===== src/rtl/vae_io_buffer_ctrl.sv =====
// rtl/vae_io_buffer_ctrl.sv - parameter/result buffer and start/done sequencer for the VAE forward core
module vae_io_buffer_ctrl #(
   parameter  int DATA_W    = 64,
   parameter  int LANE_W    = 16,
   parameter  int NUM_PARAM = 76,
   parameter  int NUM_OUT   = 9,
   localparam int LANES     = DATA_W / LANE_W,
   localparam int IN_DEPTH  = (NUM_PARAM + LANES - 1) / LANES,
   localparam int OUT_DEPTH = (NUM_OUT + LANES - 1) / LANES,
   localparam int IN_AW     = (IN_DEPTH > 1) ? $clog2(IN_DEPTH) : 1,
   localparam int OUT_AW    = (OUT_DEPTH > 1) ? $clog2(OUT_DEPTH) : 1
) (
   input  logic                          clk,
   input  logic                          rst,
   input  logic                          wr_en,
   input  logic [IN_AW-1:0]              wr_addr,
   input  logic [DATA_W-1:0]             wr_data,
   input  logic                          clear,
   input  logic                          rerun,
   output logic [NUM_PARAM*LANE_W-1:0]   param_flat,
   output logic                          core_start,
   input  logic                          core_done,
   input  logic [NUM_OUT*LANE_W-1:0]     result_flat,
   input  logic                          rd_en,
   input  logic [OUT_AW-1:0]             rd_addr,
   output logic [DATA_W-1:0]             rd_data,
   output logic                          rd_valid,
   output logic                          busy,
   output logic                          result_ready,
   output logic                          err_flag
);

   localparam int OUT_PAD_W = OUT_DEPTH * DATA_W;

   typedef enum logic [1:0] {S_LOAD, S_START, S_WAIT, S_DONE} state_t;

   state_t                 state;
   logic [DATA_W-1:0]      in_buf  [IN_DEPTH];
   logic [DATA_W-1:0]      out_buf [OUT_DEPTH];
   logic [IN_DEPTH-1:0]    word_valid;
   logic [OUT_PAD_W-1:0]   result_pad;
   logic                   wr_open;
   logic                   wr_in_range;
   logic                   wr_accept;
   logic                   rd_in_range;

   // Zero-extension pads the unused lanes of the last result word with 0.
   assign result_pad  = OUT_PAD_W'(result_flat);
   assign wr_open     = (state == S_LOAD) || (state == S_DONE);
   assign wr_in_range = int'(wr_addr) < IN_DEPTH;
   assign wr_accept   = wr_en && wr_open && wr_in_range;
   assign rd_in_range = int'(rd_addr) < OUT_DEPTH;

   // Flatten buffer words into lanes for the core.
   for (genvar i = 0; i < NUM_PARAM; i++) begin : g_param
      assign param_flat[i*LANE_W +: LANE_W] = in_buf[i / LANES][(i % LANES)*LANE_W +: LANE_W];
   end

   // Parameter buffer: accepted writes overwrite the addressed word.
   always_ff @(posedge clk) begin
      if (rst) begin
         for (int i = 0; i < IN_DEPTH; i++) in_buf[i] <= '0;
      end else if (wr_accept) begin
         in_buf[wr_addr] <= wr_data;
      end
   end

   // Sequencer: load tracking, start pulse, result capture, clear/rerun and error flag.
   always_ff @(posedge clk) begin
      if (rst) begin
         state        <= S_LOAD;
         word_valid   <= '0;
         core_start   <= 1'b0;
         busy         <= 1'b0;
         result_ready <= 1'b0;
         err_flag     <= 1'b0;
         for (int w = 0; w < OUT_DEPTH; w++) out_buf[w] <= '0;
      end else begin
         if (wr_en && !(wr_open && wr_in_range)) err_flag <= 1'b1;
         if (clear) begin
            // Abandons any run in flight; a late core_done lands in LOAD and is ignored.
            state        <= S_LOAD;
            word_valid   <= '0;
            core_start   <= 1'b0;
            busy         <= 1'b0;
            result_ready <= 1'b0;
         end else begin
            if (wr_accept) word_valid[wr_addr] <= 1'b1;
            case (state)
               S_LOAD: begin
                  if (&word_valid) begin
                     state      <= S_START;
                     core_start <= 1'b1;
                     busy       <= 1'b1;
                  end
               end
               S_START: begin
                  state      <= S_WAIT;
                  core_start <= 1'b0;
               end
               S_WAIT: begin
                  if (core_done) begin
                     state        <= S_DONE;
                     busy         <= 1'b0;
                     result_ready <= 1'b1;
                     for (int w = 0; w < OUT_DEPTH; w++)
                        out_buf[w] <= result_pad[w*DATA_W +: DATA_W];
                  end
               end
               S_DONE: begin
                  if (rerun) begin
                     state        <= S_START;
                     core_start   <= 1'b1;
                     busy         <= 1'b1;
                     result_ready <= 1'b0;
                  end
               end
               default: state <= S_LOAD;
            endcase
         end
      end
   end

   // Result read port: one-cycle registered read, out-of-range words read as 0.
   always_ff @(posedge clk) begin
      if (rst) begin
         rd_data  <= '0;
         rd_valid <= 1'b0;
      end else begin
         rd_valid <= rd_en;
         if (rd_en) rd_data <= rd_in_range ? out_buf[rd_addr] : '0;
      end
   end

endmodule


===== config.mk =====
export PLATFORM = sky130hd
export DESIGN_NAME = vae_io_buffer_ctrl
export DESIGN_NICKNAME = d
export VERILOG_FILES = /design/src/rtl/vae_io_buffer_ctrl.sv
export SDC_FILE = /design/constraint.sdc
export NUM_CORES = 2
export LEC_CHECK = 0
export CAP_MARGIN = 40
export CORE_AREA = 5 5 580 582
export DETAILED_ROUTE_END_ITERATION = 8
export DIE_AREA = 0 0 585 587
export MAX_ROUTING_LAYER = met4
export PLACE_DENSITY_LB_ADDON = 0.05
export SYNTH_ARGS = -nofsm -noshare
export SYNTH_HDL_FRONTEND = slang
export SYNTH_SLANG_ARGS = --single-unit

===== constraint.sdc =====
create_clock -name clk -period 14.91 [get_ports clk]
set_input_delay 2.2365 -clock clk [delete_from_list [all_inputs] [get_ports clk]]
set_output_delay 2.2365 -clock clk [all_outputs]
set_load 0.005 [all_outputs]

Yosys cells after proc, flatten, opt, wreduce, memory -nomap -nowiden
Memory sizes are Yosys's and may differ from the RTL's.
Index checks and enable logic that the tools add are counted.
{"block": "op_classes", "n_lt_le_gt_ge": 4, "n_eq_ne": 6, "n_mux": 31, "bitwise_logic": 4, "n_reduce_logical": 18}
{"operator": "2-to-1 mux 64 bit", "n": 5}
{"operator": "OR reduction 64 bit", "n": 1}
{"operator": "OR 19 bit", "n": 1}
{"operator": "AND reduction 19 bit", "n": 1}
{"operator": "2-to-1 mux 1 bit", "n": 17}
{"operator": "AND reduction 3 bit", "n": 3}
{"operator": "one-hot mux 2 bit (4 select lines)", "n": 1}
{"operator": "less-than comparator 5 x 6 -> 1 bit (second input constant)", "n": 1}
{"operator": "2-to-1 mux 2 bit", "n": 3}
{"operator": "one-hot mux 1 bit (3 select lines)", "n": 2}
{"operator": "nonzero test 3 bit", "n": 2}
{"operator": "demux 1 bit (select 5 bit)", "n": 1}
{"operator": ">= comparator 5 x 1 -> 1 bit (second input constant)", "n": 1}
{"operator": "logical AND 1 bit", "n": 5}
{"operator": "less-than comparator 5 bit (second input constant)", "n": 1}
{"operator": "2-to-1 mux 5 bit", "n": 1}
{"operator": "== test 2 bit (second input constant)", "n": 2}
{"operator": "inequality test 2 bit (second input constant)", "n": 2}
{"operator": "AND reduction 4 bit", "n": 1}
{"operator": "OR 1 bit", "n": 3}
{"operator": "== test 2 x 1 -> 1 bit (second input constant)", "n": 1}
{"operator": "zero test 2 bit", "n": 1}
{"operator": "less-than comparator 2 bit (second input constant)", "n": 1}
{"operator": "inequality test 2 x 1 -> 1 bit (second input constant)", "n": 1}
{"operator": "5 further kinds", "n": 5}
{"block": "totals", "ff_bits": 90, "ramBits": 1408, "in_bits": 222, "mem_count": 2}
{"memory": "in_buf", "words": 19, "width": 64, "read_ports": 19, "rd_clocked_by_memory_dff": 0, "write_ports": 19, "line": "38", "text": "logic [DATA_W-1:0] in_buf [IN_DEPTH];"}
{"memory": "out_buf", "words": 3, "width": 64, "read_ports": 1, "rd_clocked_by_memory_dff": 0, "write_ports": 3, "line": "39", "text": "logic [DATA_W-1:0] out_buf [OUT_DEPTH];"}

Logic depth before layout (Yosys ltp)
{"block": "depth", "word_depth": 9, "ltp_mapped": 8}

Worst setup path before layout
Ideal clock, no wire load.
{"block": "synth_timing", "path_type": "in2reg", "startpoint": "in core_done", "endpoint": "mem out_buf[0][0] (enable)", "arrival_time_ps": 8928, "required_time_ps": 14232, "setup_slack_ps": 5304, "cell_stages": 2, "path_cell_list": "nand2_1 -> o21bai_1"}
{"item": "start, declared", "line": "22", "text": "input logic core_done,"}
{"item": "end, declared", "line": "39"}

==> results by group <==
Outcome
  • Status: complete, no violations

Drt
  • Number of routed nets with antenna violations: 0
  • Final wirelength: 349000 microns
  • DRC viols: 0
  • TritonRoute pass-1 iters: 7
  • Vias: around 37000
  • DR vias/cell: ~3.7
  • Wire per inst: 35.5 microns
  • Drt initial violations: between 2000 and 3000

Clocking
  • Post-cts repair resize count: 0
  • Clock Sinks: ~1500
  • CTS tree: built
  • Cts hold-fix bufs: 0
  • Clock insertion delay at the later pin of the skew report: ~0.86 ns
  • Clock Path Buffers: 4
  • Post-CTS setup buffers: 0
  • CTS Root Cell: clkbuf_16
  • H-Tree Depth: 4
  • Worst-path clk slew: approximately 0.06 ns
  • CTS buffer count: between 150 and 200

Synth
  • Syn avg cell area: roughly 15 sq um
  • Flip-flop and latch count after synthesis: around 1500
  • Synthesized area: between 0.05 and 0.06 sq mm
  • Post-synth cell types: 41
  • Ys async rst share: 0%
  • Post-synth top flop: edfxtp_1
  • Post-synth EDFFs: about 1300
  • Register area share after synthesis: 77.4%
  • Synth Warn #: 0
  • Mapped Cells: about 3700
  • Syn_nets: about 4000

Global routing
  • Most crowded layer after global routing: met2
  • GR met2 Demand/Resource: 35.4%
  • Congestion Overflow GR: 0
  • Overall Global Routing Usage: 20.2%
  • Grt met3 use: about 8%
  • First-pass GRT wire length: roughly 440000 microns
  • Met1 Resource Use GR: between 20% and 30%
  • Pin count of the biggest net entering global routing: about 110
  • Vias in the first global route: 36707
  • Initial antenna violation count: 118

Setup path
  • Worst setup EP type: flip-flop
  • Worst path bufs/invs: 3
  • CP Max Fanout: 18
  • Slowest Stage Delay on Critical Path: 0.84 ns
  • CP Launch Type: primary input
  • Critical Path Slowest Stage Cell: buf_4
  • CP arrival: ~6.2 ns
  • Cell mode on critical path: buf_4
  • CP required: 15.60 ns
  • Cell family with most CP delay: buffers and inverters
  • Kind of critical path: in2reg
  • Worst path cell trace: clkdlybuf4s50_1 -> a211o_4 -> a2111oi_4 -> buf_4 -> buf_4 -> nand2_8 -> nor2_1

Floorplanning
  • Die span in x: 585 microns
  • Die Ht: about 590 microns
  • Initial core utilization: between 10% and 20%
  • Floorplan core area: around 0.33 sq mm
  • Die area: 0.343 sq mm
  • Row count: between 200 and 250
  • I/O pin total: between 1500 and 2000

Pwr
  • Leakage power: 27.1 nW
  • Final Power: 10.0 mW
  • Power per cell area: 124 mW/mm^2
  • Maximum vdd drop: ~0.00009 V

Place
  • Placed inst area: approximately 0.075 sq mm
  • GPL Wtd Cong: 0.790
  • Port buffer count: between 1500 and 2000
  • Post-DP HPWL: 256000 microns

Cells and area
  • # fillers: approximately 34000
  • Most common cell after layout, fill and taps aside: clkdlybuf4s50_1
  • Nets: approximately 5400
  • Finished Cell Area: a little over 0.08 sq mm
  • Share of layout cells above drive strength 1: 9.92%
  • Area growth syn-to-layout: 48.7%
  • Leading cell types in the layout, fill and taps excluded: clkdlybuf4s50_1 (1503), edfxtp_1 (1296), nor2_1 (1160)

Timing
  • Period utilization: between 30% and 40%
  • Unrepaired setup endpoints after global routing: no
  • Fin. Hold Viols: 0
  • Final Max Tran Viols: 0
  • Fmax: around 0.18 GHz
  • Setup violations, final: 0
  • Layout Skew: around 0.04 ns
  • Crit path time final: 5.54 ns
  • Worst slew pin tran: roughly 0.90 ns
  • Setup tns final: 0 ns
  • Max-slew headroom: between 30% and 40%

Min path
  • Worst hold path class: reg2reg

Flow run
  • Max-capacitance violation count: 0
==> area by class of cell <==
class | count | area [sq um] | share of cell area, %
clock inverters | 84 | 631 | 0.781
inverters | 69 | 259 | 0.321
multi-input cells | 1917 | 10700 | 13.3
clock buffers | 272 | 5320 | 6.60
diodes | 78 | 195 | 0.242
repair buffers | 1590 | 16100 | 19.9
flip-flops and latches | 1450 | 42000 | 52.0
well taps | 4366 | 5460 | 6.77
==> sequential cells by signal, summed over array words and instances, names as in the netlist <==
signal        count
in_buf         1216
state             2
rd_data          64
busy              1
out_buf         144
result_ready      1
err_flag          1
core_start        1
word_valid       19
rd_valid          1
==> cell families (layout without fill, tap and decap cells) <==
| group | count (synthesis) | after routing | synth area share, % |
|---|---|---|---|
| other cells | 0 | 78 | 0 |
| mux | 131 | 131 | 2.53 |
| compound gates | 131 | 131 | 1.50 |
| flops | 1450 | 1450 | 77.4 |
| simple gates | 1651 | 1651 | 15.1 |
| buf+inv | 328 | 2015 | 3.40 |
| fa+ha+maj | 4 | 4 | 0.0922 |
==> layer usage <==
layer / share of wire, % / wire length, microns
met3: 9.5 / 33100
met1: 37 / 131000
met4: 1.8 / 6180
met2: 51 / 179000
met5: 0 / 0
==> synthesized netlist by cell type, types with 3 or more instances <==
cell type  count  share of area, %
edfxtp_1    1296                72
nor2_1      1162               8.0
clkbuf_1     175               1.2
dfxtp_1      154               5.7
and2_1       144               1.7
nand2b_1     131               1.5
a21oi_1       86              0.79
mux2i_1       83               1.5
inv_1         69              0.48
buf_6         68               1.4
nand2_8       60               2.2
nor2b_1       55              0.63
mux2_2        48               1.0
nor2_2        42              0.48
nand2_1       22              0.15
a21o_1        20              0.28
a211oi_1      16              0.22
nor3_1        11              0.10
buf_1          6             0.041
buf_12         6              0.22
nand3_1        6             0.055
ha_1           4             0.092
nand4_1        4             0.046
buf_2          3             0.028
==> worst reg2reg max path, delay by kind of cell (launching register included) <==
| family | cells | cell delay (ns) |
|---|---|---|
| fa+ha+maj | 1 | 0.47 |
| compound gates | 1 | 0.44 |
| simple gates | 2 | 0.56 |
| flops | 1 | 0.38 |
| buf+inv | 3 | 1.69 |
==> stage by stage <==
| step | instances | hold WS [ns] | setup slack (ns) | util, % |
|---|---|---|---|---|
| 2_1_floorplan | 3695 | 0.436 | 5.30 | - |
| 3_3_place_gp | 9371 | 0.453 | 8.38 | 22.4 |
| 3_5_place_dp | 9392 | 0.458 | 8.38 | 22.6 |
| 4_1_cts | 9748 | 0.473 | 9.33 | 24.4 |
| 5_1_grt | 9816 | 0.489 | 9.15 | 24.5 |
| 6_report | 9826 | 0.463 | 9.37 | 24.5 |
==> power breakdown <==
group	internal [mW]	switching, mW	leakage, nW
sequential	4.56	0.0558	14.6
combinational	0.330	0.507	9.65
clock	2.59	1.95	2.89
==> final timing paths <==
path,startpoint,endpoint,slack (ns),depth (start not counted)
setup / recovery,wr_addr[1],in_buf[8][26],9.37,7
setup reg to reg,state[0],in_buf[8][26],11.22,7
hold reg to reg,word_valid[12],word_valid[12],0.46,2
hold / removal,word_valid[12],word_valid[12],0.46,2
Power figures use the tool's default switching activity.
